### config.mk
export PLATFORM = sky130hd
export DESIGN_NAME = huffman_stream_ctrl
export DESIGN_NICKNAME = d
export VERILOG_FILES = /design/src/rtl/huffman_stream_ctrl.sv
export SDC_FILE = /design/constraint.sdc
export NUM_CORES = 1
export LEC_CHECK = 0
export ABC_CLOCK_PERIOD_IN_PS = 6800
export BUFFER_PORTS_ARGS = -buffer_cell sky130_fd_sc_hd__buf_2
export CORE_ASPECT_RATIO = 1.75
export CORE_MARGIN = 3
export CORE_UTILIZATION = 52
export DETAILED_ROUTE_END_ITERATION = 7
export GPL_TIMING_DRIVEN = 0
export PLACE_DENSITY_LB_ADDON = 0.2
export REMOVE_ABC_BUFFERS = 1
export SLEW_MARGIN = 0
export SYNTH_ARGS = -nofsm -noshare
export SYNTH_HDL_FRONTEND = slang
export SYNTH_SLANG_ARGS = --single-unit
### constraint.sdc
create_clock -name clk -period 6.8 [get_ports clk]
set_input_delay 0.68 -clock clk [delete_from_list [all_inputs] [get_ports clk]]
set_output_delay 0.68 -clock clk [all_outputs]
set_load 0.05 [all_outputs]
### src/rtl/huffman_stream_ctrl.sv
// huffman_stream_ctrl: sequences one Huffman weight-decompression job.
// Fetches compressed words from D_xmem, offers them to the decoder over
// valid/ready, packs decoded 4-bit symbols eight per 32-bit word, writes the
// packed words to the staging SRAM and reports done (with err on stall).
module huffman_stream_ctrl #(
    parameter int unsigned ADDR_W  = 11,
    parameter int unsigned CNT_W   = 16,
    parameter int unsigned TIMEOUT = 64
) (
    input  logic              clk,
    input  logic              reset,
    input  logic              start,
    input  logic [ADDR_W-1:0] rd_base,
    input  logic [ADDR_W-1:0] num_words,
    input  logic [CNT_W-1:0]  num_symbols,
    input  logic [ADDR_W-1:0] wr_base,
    output logic              busy,
    output logic              done,
    output logic              err,
    output logic              mem_cen,
    output logic [ADDR_W-1:0] mem_addr,
    input  logic [31:0]       mem_q,
    output logic [31:0]       dec_data,
    output logic              dec_valid,
    input  logic              dec_ready,
    input  logic [3:0]        dec_sym,
    input  logic              dec_sym_valid,
    output logic              out_wen,
    output logic [ADDR_W-1:0] out_addr,
    output logic [31:0]       out_data
);

    localparam int unsigned TO_W = $clog2(TIMEOUT);

    typedef enum logic [2:0] {
        S_IDLE,
        S_FETCH,
        S_WAIT,
        S_OFFER,
        S_DRAIN,
        S_FLUSH,
        S_FIN
    } state_t;

    state_t            state_q, state_d;
    logic [ADDR_W-1:0] rd_base_q, rd_base_d;
    logic [ADDR_W-1:0] num_words_q, num_words_d;
    logic [CNT_W-1:0]  num_symbols_q, num_symbols_d;
    logic [ADDR_W-1:0] wr_base_q, wr_base_d;
    logic [ADDR_W-1:0] word_idx_q, word_idx_d;
    logic [CNT_W-1:0]  taken_q, taken_d;
    logic [ADDR_W-1:0] written_q, written_d;
    logic [31:0]       pack_q, pack_d;
    logic [TO_W-1:0]   tmo_cnt_q, tmo_cnt_d;
    logic              tmo_flag_q, tmo_flag_d;
    logic              busy_q, busy_d;
    logic              done_q, done_d;
    logic              err_q, err_d;
    logic              mem_cen_q, mem_cen_d;
    logic [ADDR_W-1:0] mem_addr_q, mem_addr_d;
    logic [31:0]       dec_data_q, dec_data_d;
    logic              dec_valid_q, dec_valid_d;
    logic              out_wen_q, out_wen_d;
    logic [ADDR_W-1:0] out_addr_q, out_addr_d;
    logic [31:0]       out_data_q, out_data_d;

    logic [31:0]       pack_ins;
    logic              capture;

    // Next-state, symbol packing and registered-output computation.
    // Outputs are derived from state_d so they are valid during the state
    // itself; the FLUSH write is issued on entry so done follows it by one cycle.
    always_comb begin
        state_d       = state_q;
        rd_base_d     = rd_base_q;
        num_words_d   = num_words_q;
        num_symbols_d = num_symbols_q;
        wr_base_d     = wr_base_q;
        word_idx_d    = word_idx_q;
        taken_d       = taken_q;
        written_d     = written_q;
        pack_d        = pack_q;
        tmo_cnt_d     = '0;
        tmo_flag_d    = tmo_flag_q;
        mem_addr_d    = mem_addr_q;
        dec_data_d    = dec_data_q;
        out_wen_d     = 1'b0;
        out_addr_d    = out_addr_q;
        out_data_d    = out_data_q;

        pack_ins = pack_q;
        pack_ins[{taken_q[2:0], 2'b00} +: 4] = dec_sym;

        capture = (state_q != S_IDLE) && (state_q != S_FIN) &&
                  dec_sym_valid && (taken_q < num_symbols_q);

        case (state_q)
            S_IDLE: begin
                if (start) begin
                    rd_base_d     = rd_base;
                    num_words_d   = num_words;
                    num_symbols_d = num_symbols;
                    wr_base_d     = wr_base;
                    word_idx_d    = '0;
                    taken_d       = '0;
                    written_d     = '0;
                    pack_d        = '0;
                    tmo_flag_d    = 1'b0;
                    if (num_symbols == '0) begin
                        state_d = S_FIN;
                    end else if (num_words == '0) begin
                        state_d = S_DRAIN;
                    end else begin
                        state_d = S_FETCH;
                    end
                end
            end
            S_FETCH: begin
                state_d = S_WAIT;
            end
            S_WAIT: begin
                dec_data_d = mem_q;
                state_d    = S_OFFER;
            end
            S_OFFER: begin
                if (dec_valid_q && dec_ready) begin
                    word_idx_d = word_idx_q + ADDR_W'(1);
                    state_d    = (word_idx_d == num_words_q) ? S_DRAIN : S_FETCH;
                end
            end
            S_DRAIN: begin
                if (!dec_sym_valid) begin
                    if (tmo_cnt_q == TO_W'(TIMEOUT - 1)) begin
                        state_d    = S_FLUSH;
                        tmo_flag_d = 1'b1;
                    end else begin
                        tmo_cnt_d = tmo_cnt_q + TO_W'(1);
                    end
                end
            end
            S_FLUSH: begin
                state_d = S_FIN;
            end
            S_FIN: begin
                state_d = S_IDLE;
            end
            default: begin
                state_d = S_IDLE;
            end
        endcase

        if (capture) begin
            taken_d = taken_q + CNT_W'(1);
            if (taken_q[2:0] == 3'd7) begin
                out_wen_d  = 1'b1;
                out_data_d = pack_ins;
                out_addr_d = wr_base_q + written_q;
                written_d  = written_q + ADDR_W'(1);
                pack_d     = '0;
            end else begin
                pack_d = pack_ins;
            end
            if (taken_d == num_symbols_q && state_q != S_FLUSH) begin
                state_d = S_FLUSH;
            end
        end

        if (state_d == S_FLUSH && state_q != S_FLUSH && taken_d[2:0] != 3'd0) begin
            out_wen_d  = 1'b1;
            out_data_d = pack_d;
            out_addr_d = wr_base_q + written_d;
            written_d  = written_d + ADDR_W'(1);
            pack_d     = '0;
        end

        mem_cen_d = (state_d != S_FETCH);
        if (state_d == S_FETCH) begin
            mem_addr_d = rd_base_d + word_idx_d;
        end
        dec_valid_d = (state_d == S_OFFER);
        busy_d      = (state_d != S_IDLE);
        done_d      = (state_d == S_FIN);
        err_d       = (state_d == S_FIN) && tmo_flag_d;
    end

    // State and output registers with asynchronous active-high reset.
    always_ff @(posedge clk or posedge reset) begin
        if (reset) begin
            state_q       <= S_IDLE;
            rd_base_q     <= '0;
            num_words_q   <= '0;
            num_symbols_q <= '0;
            wr_base_q     <= '0;
            word_idx_q    <= '0;
            taken_q       <= '0;
            written_q     <= '0;
            pack_q        <= '0;
            tmo_cnt_q     <= '0;
            tmo_flag_q    <= 1'b0;
            busy_q        <= 1'b0;
            done_q        <= 1'b0;
            err_q         <= 1'b0;
            mem_cen_q     <= 1'b1;
            mem_addr_q    <= '0;
            dec_data_q    <= '0;
            dec_valid_q   <= 1'b0;
            out_wen_q     <= 1'b0;
            out_addr_q    <= '0;
            out_data_q    <= '0;
        end else begin
            state_q       <= state_d;
            rd_base_q     <= rd_base_d;
            num_words_q   <= num_words_d;
            num_symbols_q <= num_symbols_d;
            wr_base_q     <= wr_base_d;
            word_idx_q    <= word_idx_d;
            taken_q       <= taken_d;
            written_q     <= written_d;
            pack_q        <= pack_d;
            tmo_cnt_q     <= tmo_cnt_d;
            tmo_flag_q    <= tmo_flag_d;
            busy_q        <= busy_d;
            done_q        <= done_d;
            err_q         <= err_d;
            mem_cen_q     <= mem_cen_d;
            mem_addr_q    <= mem_addr_d;
            dec_data_q    <= dec_data_d;
            dec_valid_q   <= dec_valid_d;
            out_wen_q     <= out_wen_d;
            out_addr_q    <= out_addr_d;
            out_data_q    <= out_data_d;
        end
    end

    assign busy      = busy_q;
    assign done      = done_q;
    assign err       = err_q;
    assign mem_cen   = mem_cen_q;
    assign mem_addr  = mem_addr_q;
    assign dec_data  = dec_data_q;
    assign dec_valid = dec_valid_q;
    assign out_wen   = out_wen_q;
    assign out_addr  = out_addr_q;
    assign out_data  = out_data_q;

endmodule
Word level (Yosys, flattened, before mapping):

Cells that the tools add are included.

* $add $sub $neg: 9
* $lt $le $gt $ge: 1
* eq/ne operators: 16
* shift operators: 2
* multiplexer cells: 45
* reductions and logical operators: 21

Operators by type and width (count)
* two-way mux 32 bit: 8
* two-way mux 11 bit: 12
* two-way mux 16 bit: 3
* adder 11 x 1 -> 11 bit, second input constant: 3
* adder 11 bit: 3
* bitwise mux 32 bit: 1
* variable shift 4 x 7 -> 32 bit, first input constant: 1
* indexed part select 4 x 7 -> 32 bit: 1
* two-way mux 3 bit: 9
* one-hot mux 11 bit (2 select lines): 1
* two-way mux 6 bit: 3
* one-hot mux 3 bit (6 select lines): 1
* adder 16 x 1 -> 16 bit, second input constant: 1
* equality test 16 bit: 1
* logical NOT 16 bit: 1
* < comparator 16 bit: 1
* equality test 3 bit, second input constant: 5
* equality test 11 bit: 1
* logical NOT 11 bit: 1
* equality test 3 x 2 -> 1 bit, second input constant: 3
* nonzero test 3 bit: 3
* logical AND 1 bit: 8
* nonzero test 2 bit: 4
* negation 5 -> 7 bit: 1
* 9 further kinds: 18

* register bits: 221
* bits of input ports: 90
* word-level logic and storage cells: 116

Longest topological paths before layout:

Gate-level depths: netlist of the first run.

* depth after elaboration: 12
* mapped depth: 24
* mapped depth without buffers: 20

Least setup slack after synthesis of the first run:

OpenSTA, ideal clock, no wires.

* path kind: register to register
* from: register taken_q[3]
* to: register out_addr_q[10] (netlist: out_addr[10])
* library setup time: 118 ps
* data arrival time: 4412 ps
* data required time: 6682 ps
* slack: 2270 ps
* cell stages (with the launch flop): 24
* buffers on the path: 5
* cell sequence: dfrtp_1 buf_4 and4_4 buf_6 and4b_1 or3_1 a31o_2 and4b_1 a31o_2 buf_2 buf_4 buf_4 nor2_1 nor2_1 ha_1 fa_1 a21o_1 a211oi_1 o21ai_0 a31oi_1 o21bai_1 xor2_1 xnor2_1 a21o_1

* word-level cells in the longest chain between the ends: 10

RTL lines
* start, declared: line 51 `logic [CNT_W-1:0] taken_q, taken_d;`
* start signal, assigned: line 217 `taken_q <= taken_d;`
* adder 16 x 1 -> 16 bit: line 153 `taken_d = taken_q + CNT_W'(1);`
* equality test 16 bit: line 163 `if (taken_d == num_symbols_q && state_q != S_FLUSH) begin`
* logical AND 1 bit: line 163
* two-way mux 3 bit: line 163
* two-way mux 3 bit: line 152 `if (capture) begin`
* equality test 3 bit: line 168 `if (state_d == S_FLUSH && state_q != S_FLUSH && taken_d[2:0] != 3'd0) begin`
* logical AND 1 bit (2 in series): line 168
* nonzero test 2 bit (no source line)
* AND reduction 2 bit (no source line)
* end signal, assigned: line 230 `out_addr_q <= out_addr_d;`
* end, declared: line 64 `logic [ADDR_W-1:0] out_addr_q, out_addr_d;`

Parallel ways exist; a longest one is shown, timed or not.
A chain may end at the register's enable or synchronous reset.

Worst setup path after layout of the first run:

* from: register taken_q[7]
* to: register out_addr_q[10] (netlist: out_addr[10])

Same word-level chain as after synthesis.

==> results of run 1 <==
-- through the flow --
stage	hold WS [ns]	power (mW)
3_5_place_dp	0.463	5.21
3_3_place_gp	0.454	5.11
4_1_cts	0.335	6.49
5_1_grt	0.357	6.86
6_report	0.342	6.43
2_1_floorplan	0.431	4.44
-- worst max-delay path, stage by stage, from the launching register on --
cell      delay, ns
dfrtp_1        0.50
ha_1           0.27
nor3_1         0.24
nand2_1        0.11
o211ai_1       0.65
nand2_1        0.65
nor3b_1        0.52
a41oi_4        0.29
nor2_1         0.19
nor2_1         0.07
ha_1           0.21
fa_1           0.41
a21o_1         0.19
a211oi_1       0.29
o21ai_0        0.19
a31oi_1        0.22
o21bai_1       0.13
xor2_1         0.17
xnor2_1        0.14
a21o_1         0.18
-- per-layer routing --
| layer | routed length [um] | up-vias | GRT usage (%) |
|---|---|---|---|
| met5 | 0 | - | 0 |
| met4 | 845 | 0 | 8.26 |
| met3 | 1250 | 52 | 3.11 |
| met2 | 15900 | 230 | 43.8 |
| met1 | 11800 | 4725 | 28.7 |
| li1 | - | 4796 | - |
-- where the power goes --
part	switching, mW	internal, mW
clock network	0.510	0.746
logic	2.02	1.03
registers	0.326	1.80
total	2.85	3.58
-- worst paths after layout --
kind	to	slack, ns	depth (start not counted)
max in group asynchronous	out_addr[6]$_DFFE_PP0P_	5.47	3
worst max-delay path	out_addr[10]$_DFFE_PP0P_	1.05	19
worst min-delay path	rd_base_q[9]$_DFF_PP0_	0.34	2
worst min register to register	tmo_cnt_q[0]$_DFF_PP0_	0.47	1
min in group clk	wr_base_q[8]$_DFFE_PP0P_	0.36	3
worst max register to register	out_addr[10]$_DFFE_PP0P_	1.05	19
-- kinds of logic (layout without fill, tap and decap cells) --
family / count (synthesis) / after routing
AOI/OAI and AO/OA: 273 / 273
muxes: 84 / 84
xor gates and xnor gates: 73 / 73
adders and majority gates: 46 / 46
DFF: 221 / 221
other: 0 / 1
and+or+nand+nor: 483 / 483
buffers and inverters: 100 / 262
-- area by class of cell --
cell class                 instances  area share (%)
timing repair buffer             191            7.69
clock buffer                      33            4.44
antenna                            1          0.0179
inverter                          33           0.939
sequential                       221            39.5
tap                              300            2.68
multi-input combinational        959            43.9
clock inverter                     5           0.796
-- registers in the layout, summed over array words and instances, names as in the netlist, 3 cells and up --
| name | count |
|---|---|
| out_addr | 11 |
| out_data | 32 |
| written_q | 11 |
| wr_base_q | 11 |
| taken_q | 16 |
| tmo_cnt_q | 6 |
| state_q | 3 |
| num_words_q | 11 |
| dec_data | 32 |
| mem_addr | 11 |
| word_idx_q | 11 |
| rd_base_q | 11 |
| pack_q | 32 |
| num_symbols_q | 16 |
-- cell usage in the layout (no fill, tap or decap), types with 38 or more instances in the layout --
cell     count
a21oi_1    102
buf_2      181
dfrtp_1    220
ha_1        44
mux2_2      38
mux2i_1     38
nand2_1    164
nor2_1     160
o21ai_0     65
xnor2_1     51
==> results.yml, run 1 <==
clock_network:
  root_buffer: "clkbuf_16"
  htree_levels: 1
  cts_resized: 0
  clock-sinks: 221
  clock_latency_ns: 0.53
  cts_tree: "built"
  cts.clk_slew.worst_paths_ns: 0.06
  post_cts_buffers: 0
  cts_buffers: 22
  hold_buffers: 0
  clock_path_buffers: 3
global_routing:
  grt.total_usage_pct: 24.0
  grt_antenna_before_repair: 1
  grt-ovfl-total: 0
  grt_max_degree: 126
  grt_pass1_vias: 10000
  grt_pass1_wl_um: 49600
route:
  route.detailed.wl_per_inst_um: 17.1
  vias: 9803
  drtIter0Drc: 638
  totalWireLength_um: 29800
  drc: 0
  ant_nets: 0
  vias_per_cell: 5.62
  drt_first_pass_iters: 7
sta:
  max_freq_ghz: 0.174
  relSlewSlack_pct: 16.6
  rsz0062_at_grt: "false"
  finalCritPeriodShare_pct: 84.6
  tightest_slew_ns: 1.24
  maxSlewViolCount: 0
  setup_tns_ns: 0
  hold_violations: 0
  fin_ws_ns: 1.05
  post-route-min-period_ns: 5.75
  setup_viol: 0
  clock_skew_ns: 0.0200
synth:
  synthAdderAreaFrac_pct: 4.90
  postSynthAreaPerCell_um2: 9.42
  yosysUniqueCellTypes: 76
  synth_top_family_by_area: "simple AND/OR/NAND/NOR gates"
  ys_seq_area_share_pct: 45.9
  yosys_warnings: 0
  synth-seq-cells: 221
  synth_most_common_cell: "dfrtp_1"
  yosys-top-cells-count: "dfrtp_1 (220), nand2_1 (164), nor2_1 (161), a21oi_1 (102), o21ai_0 (65)"
  yosys-top-cells-area: "dfrtp_1 (46%), nand2_1 (5.1%), nor2_1 (5.0%)"
  muxShareOfSynthArea_pct: 7.70
  yosys.area_share.simple_pct: 18.7
  synth_cells: 1280
  yosysTopAreaCell: "dfrtp_1"
  synth_compound_area_share_pct: 14.0
  synthFlopType: "dfrtp_1"
  async_flop_share_pct: 100
  yosysTopAreaCellShare_pct: 45.7
  yosys.area_share.xor_xnor_pct: 5.30
  synth_edf_count: 0
  syn_area_um2: 12100
placement:
  dp_cells: 1704
  dp_hpwl_um: 21200
  post-place-ws_ns: 1.13
  placed_cell_area_um2: 13300
  gp_congestion: 0.886
  portBuffers: 181
floorplanning:
  ios: 182
  initial_utilization_pct: 53.0
  die_x_um: 121
  dieArea_um2: 25100
  fp.dieH_um: 207
  num_rows: 73
  fp.coreArea_um2: 22700
power:
  p_per_area_nw_per_um2: 460
  vdd_ir_drop_max_mv: 0.337
  leakagePower_nw: 6.72
setup_path:
  start_kind: "flop"
  path_class: "reg -> reg"
  critPathMaxFanout: 20
  cp.arrival_ns: 6.15
  crit_start: "taken_q[7]$_DFFE_PP0P_"
  required_ns: 7.20
  crit_path_end_kind: "flop"
  reg2reg_from: "taken_q[7]$_DFFE_PP0P_"
job:
  cap_viol_max_count: 0
outcome:
  outcome: "finished, final reports clean"
layout:
  ff_latch_area_um2: 5530
  finish.utilization_pct: 61.5
  final_cell_count_no_fill: 1743
  drive_gt1_share_pct: 20.2
  multiInputGateArea_um2: 6140
  nNetsFinal: 1564
  area_delta_synth_final_pct: 16.1
  fill_cells: 1964
  post-route-cell-area_um2: 14000
worst_hold_path:
  hp-class: "in -> async"
Power figures use the tool's default switching activity.
==> run 2: changes to the inputs <==
--- a/config.mk
+++ b/config.mk
@@ -5,11 +5,11 @@
 export SDC_FILE = /design/constraint.sdc
 export NUM_CORES = 1
 export LEC_CHECK = 0
-export ABC_CLOCK_PERIOD_IN_PS = 6800
+export ABC_CLOCK_PERIOD_IN_PS = 5490
 export BUFFER_PORTS_ARGS = -buffer_cell sky130_fd_sc_hd__buf_2
 export CORE_ASPECT_RATIO = 1.75
 export CORE_MARGIN = 3
-export CORE_UTILIZATION = 52
+export CORE_UTILIZATION = 58
 export DETAILED_ROUTE_END_ITERATION = 7
 export GPL_TIMING_DRIVEN = 0
 export PLACE_DENSITY_LB_ADDON = 0.2
==> constraint.sdc (replaced) <==
create_clock -name clk -period 5.49 [get_ports clk]
set_input_delay 0.549 -clock clk [delete_from_list [all_inputs] [get_ports clk]]
set_output_delay 0.549 -clock clk [all_outputs]
set_load 0.05 [all_outputs]
==> run 2 against run 1 <==
Worst setup slack got worse by 0.82 ns. Final cell count shrank 2.8%. Sequential share of layout area up 0.082 points. Fmax is 9.2% higher. Sequential power up 24%. Flip-flop and latch count is the same. Die area down 9.9%. Critical path type unchanged.
==> results.yml, run 2 (synthesis gave the netlist of run 1 again) <==
global_routing:
  grt_pass1_vias: 10300
  grt_antenna_before_repair: 1
  grt_max_degree: 119
  grt_pass1_wl_um: 49100
  grt-ovfl-total: 0
  grt.total_usage_pct: 26.5
clock_network:
  htree_levels: 1
  clock-sinks: 221
  cts_tree: "built"
  clock_path_buffers: 3
  cts.clk_slew.worst_paths_ns: 0.07
  root_buffer: "clkbuf_16"
  clock_latency_ns: 0.53
  cts_buffers: 22
  hold_buffers: 0
sta:
  hold_violations: 0
  clock_skew_ns: 0.0240
  post-route-min-period_ns: 5.26
  finalCritPeriodShare_pct: 95.9
  whs_ns: 0.122
  maxSlewViolCount: 0
  relSlewSlack_pct: 16.1
  setup_viol: 0
  tightest_slew_ns: 1.25
  max_freq_ghz: 0.190
  rsz0062_at_grt: "true"
route:
  vias_per_cell: 5.91
  drc: 0
  route.detailed.wl_per_inst_um: 17.9
  drt_first_pass_iters: 6
  vias: 10000
  ant_nets: 0
  drtIter0Drc: 646
  totalWireLength_um: 30300
setup_path:
  critPathMaxFanout: 13
  start_kind: "flop"
  cp.arrival_ns: 5.68
  required_ns: 5.90
  path_class: "reg -> reg"
  crit_path_end_kind: "flop"
floorplanning:
  fp.coreArea_um2: 20400
  fp.dieH_um: 197
  die_x_um: 115
  dieArea_um2: 22600
  initial_utilization_pct: 59.2
  ios: 182
  num_rows: 69
placement:
  dp_hpwl_um: 21100
  placed_cell_area_um2: 13200
  portBuffers: 181
  gp_congestion: 0.891
layout:
  layout_common_cells: "dfrtp_1 (220), buf_2 (181), nand2_1 (163), nor2_1 (159), a21oi_1 (102)"
  drive_gt1_share_pct: 21.0
  area_delta_synth_final_pct: 15.8
  layout_commonest_cell: "dfrtp_1"
  nNetsFinal: 1568
  post-route-cell-area_um2: 14000
outcome:
  outcome: "finished, final reports clean"
job:
  cap_viol_max_count: 0
worst_hold_path:
  hp-class: "in -> async"
power:
  p_per_area_nw_per_um2: 568
  vdd_ir_drop_max_mv: 0.473
  leakagePower_nw: 6.73
[run 2: routing by layer]
metal | vias to the layer above | wire length [um] | global-route usage (%) | part of all wire (%)
li1 | 4799 | - | - | -
met1 | 4844 | 11400 | 30.5 | 38
met2 | 298 | 16300 | 48.7 | 54
met3 | 76 | 1420 | 3.35 | 4.7
met4 | 0 | 1170 | 10.7 | 3.9
met5 | - | 0 | 0 | 0
[run 2: cell type report]
class | count | area (um^2)
clock buffers | 29 | 647
flip-flops and latches | 221 | 5530
inverters | 33 | 131
diodes | 1 | 2.50
well taps | 248 | 310
multi-input cells | 960 | 6170
repair buffers | 194 | 1100
clock inverters | 8 | 77.6
fillers | 1635 | 6410
[run 2: path summary, 6_finish.rpt]
check | depth (start not counted) | from | endpoint | slack [ns]
worst max-delay path | 19 | taken_q[0]$_DFF_PP0_ | out_addr[10]$_DFFE_PP0P_ | 0.23
worst min-delay path | 2 | reset | mem_addr[9]$_DFFE_PP0N_ | 0.12
worst max register to register | 19 | taken_q[0]$_DFF_PP0_ | out_addr[10]$_DFFE_PP0P_ | 0.23
worst min register to register | 1 | tmo_flag_q$_DFF_PP0_ | tmo_flag_q$_DFF_PP0_ | 0.47
max in group asynchronous | 3 | reset | out_addr[7]$_DFFE_PP0P_ | 4.33
min in group clk | 3 | wr_base[9] | wr_base_q[9]$_DFFE_PP0P_ | 0.22
[run 2: through the flow]
step	worst slack, ns	setup TNS (ns)	instances	util [%]	power [mW]
4_1_cts	0.00457	0	1689	68.3	7.98
6_report	0.227	0	1694	68.5	7.93
3_3_place_gp	-5.77	-1445.04	1642	63.7	6.31
3_5_place_dp	-0.143	-0.143	1652	64.8	6.45
5_1_grt	-0.149	-0.149	1694	68.5	8.45
2_1_floorplan	-2.20	-305.80	1213	-	5.50
[run 2: timing repair]
| item | in CTS | in global routing |
|---|---|---|
| pin swaps | 1 | 3 |
| gates cloned | 0 | 1 |
| buffers inserted | 0 | 3 |
| hold endpoints to repair | 0 | 0 |
| resized for setup | 1 | 2 |
| setup endpoints to repair | 1 | 5 |
[run 2: critical path, cell delays in order (launching register included)]
cell	delay, ns
dfrtp_1	0.59
ha_1	0.28
and3_1	0.26
nand4_1	0.20
xnor2_1	0.20
a221o_1	0.39
nor4_4	0.42
a41oi_4	0.35
nor2_1	0.19
nor2_1	0.07
ha_1	0.20
fa_1	0.41
a21o_1	0.20
a211oi_1	0.33
o21ai_0	0.22
a31oi_1	0.21
o21bai_1	0.13
xor2_1	0.17
xnor2_1	0.14
a21o_1	0.18
[run 2: report_power, final]
part	internal [mW]	total [mW]	leakage (nW)	switching (mW)
Combinational	1.28	3.81	3.53	2.53
Sequential	2.23	2.64	2.84	0.404
Clock	0.835	1.49	0.353	0.654
Total	4.35	7.93	6.73	3.59
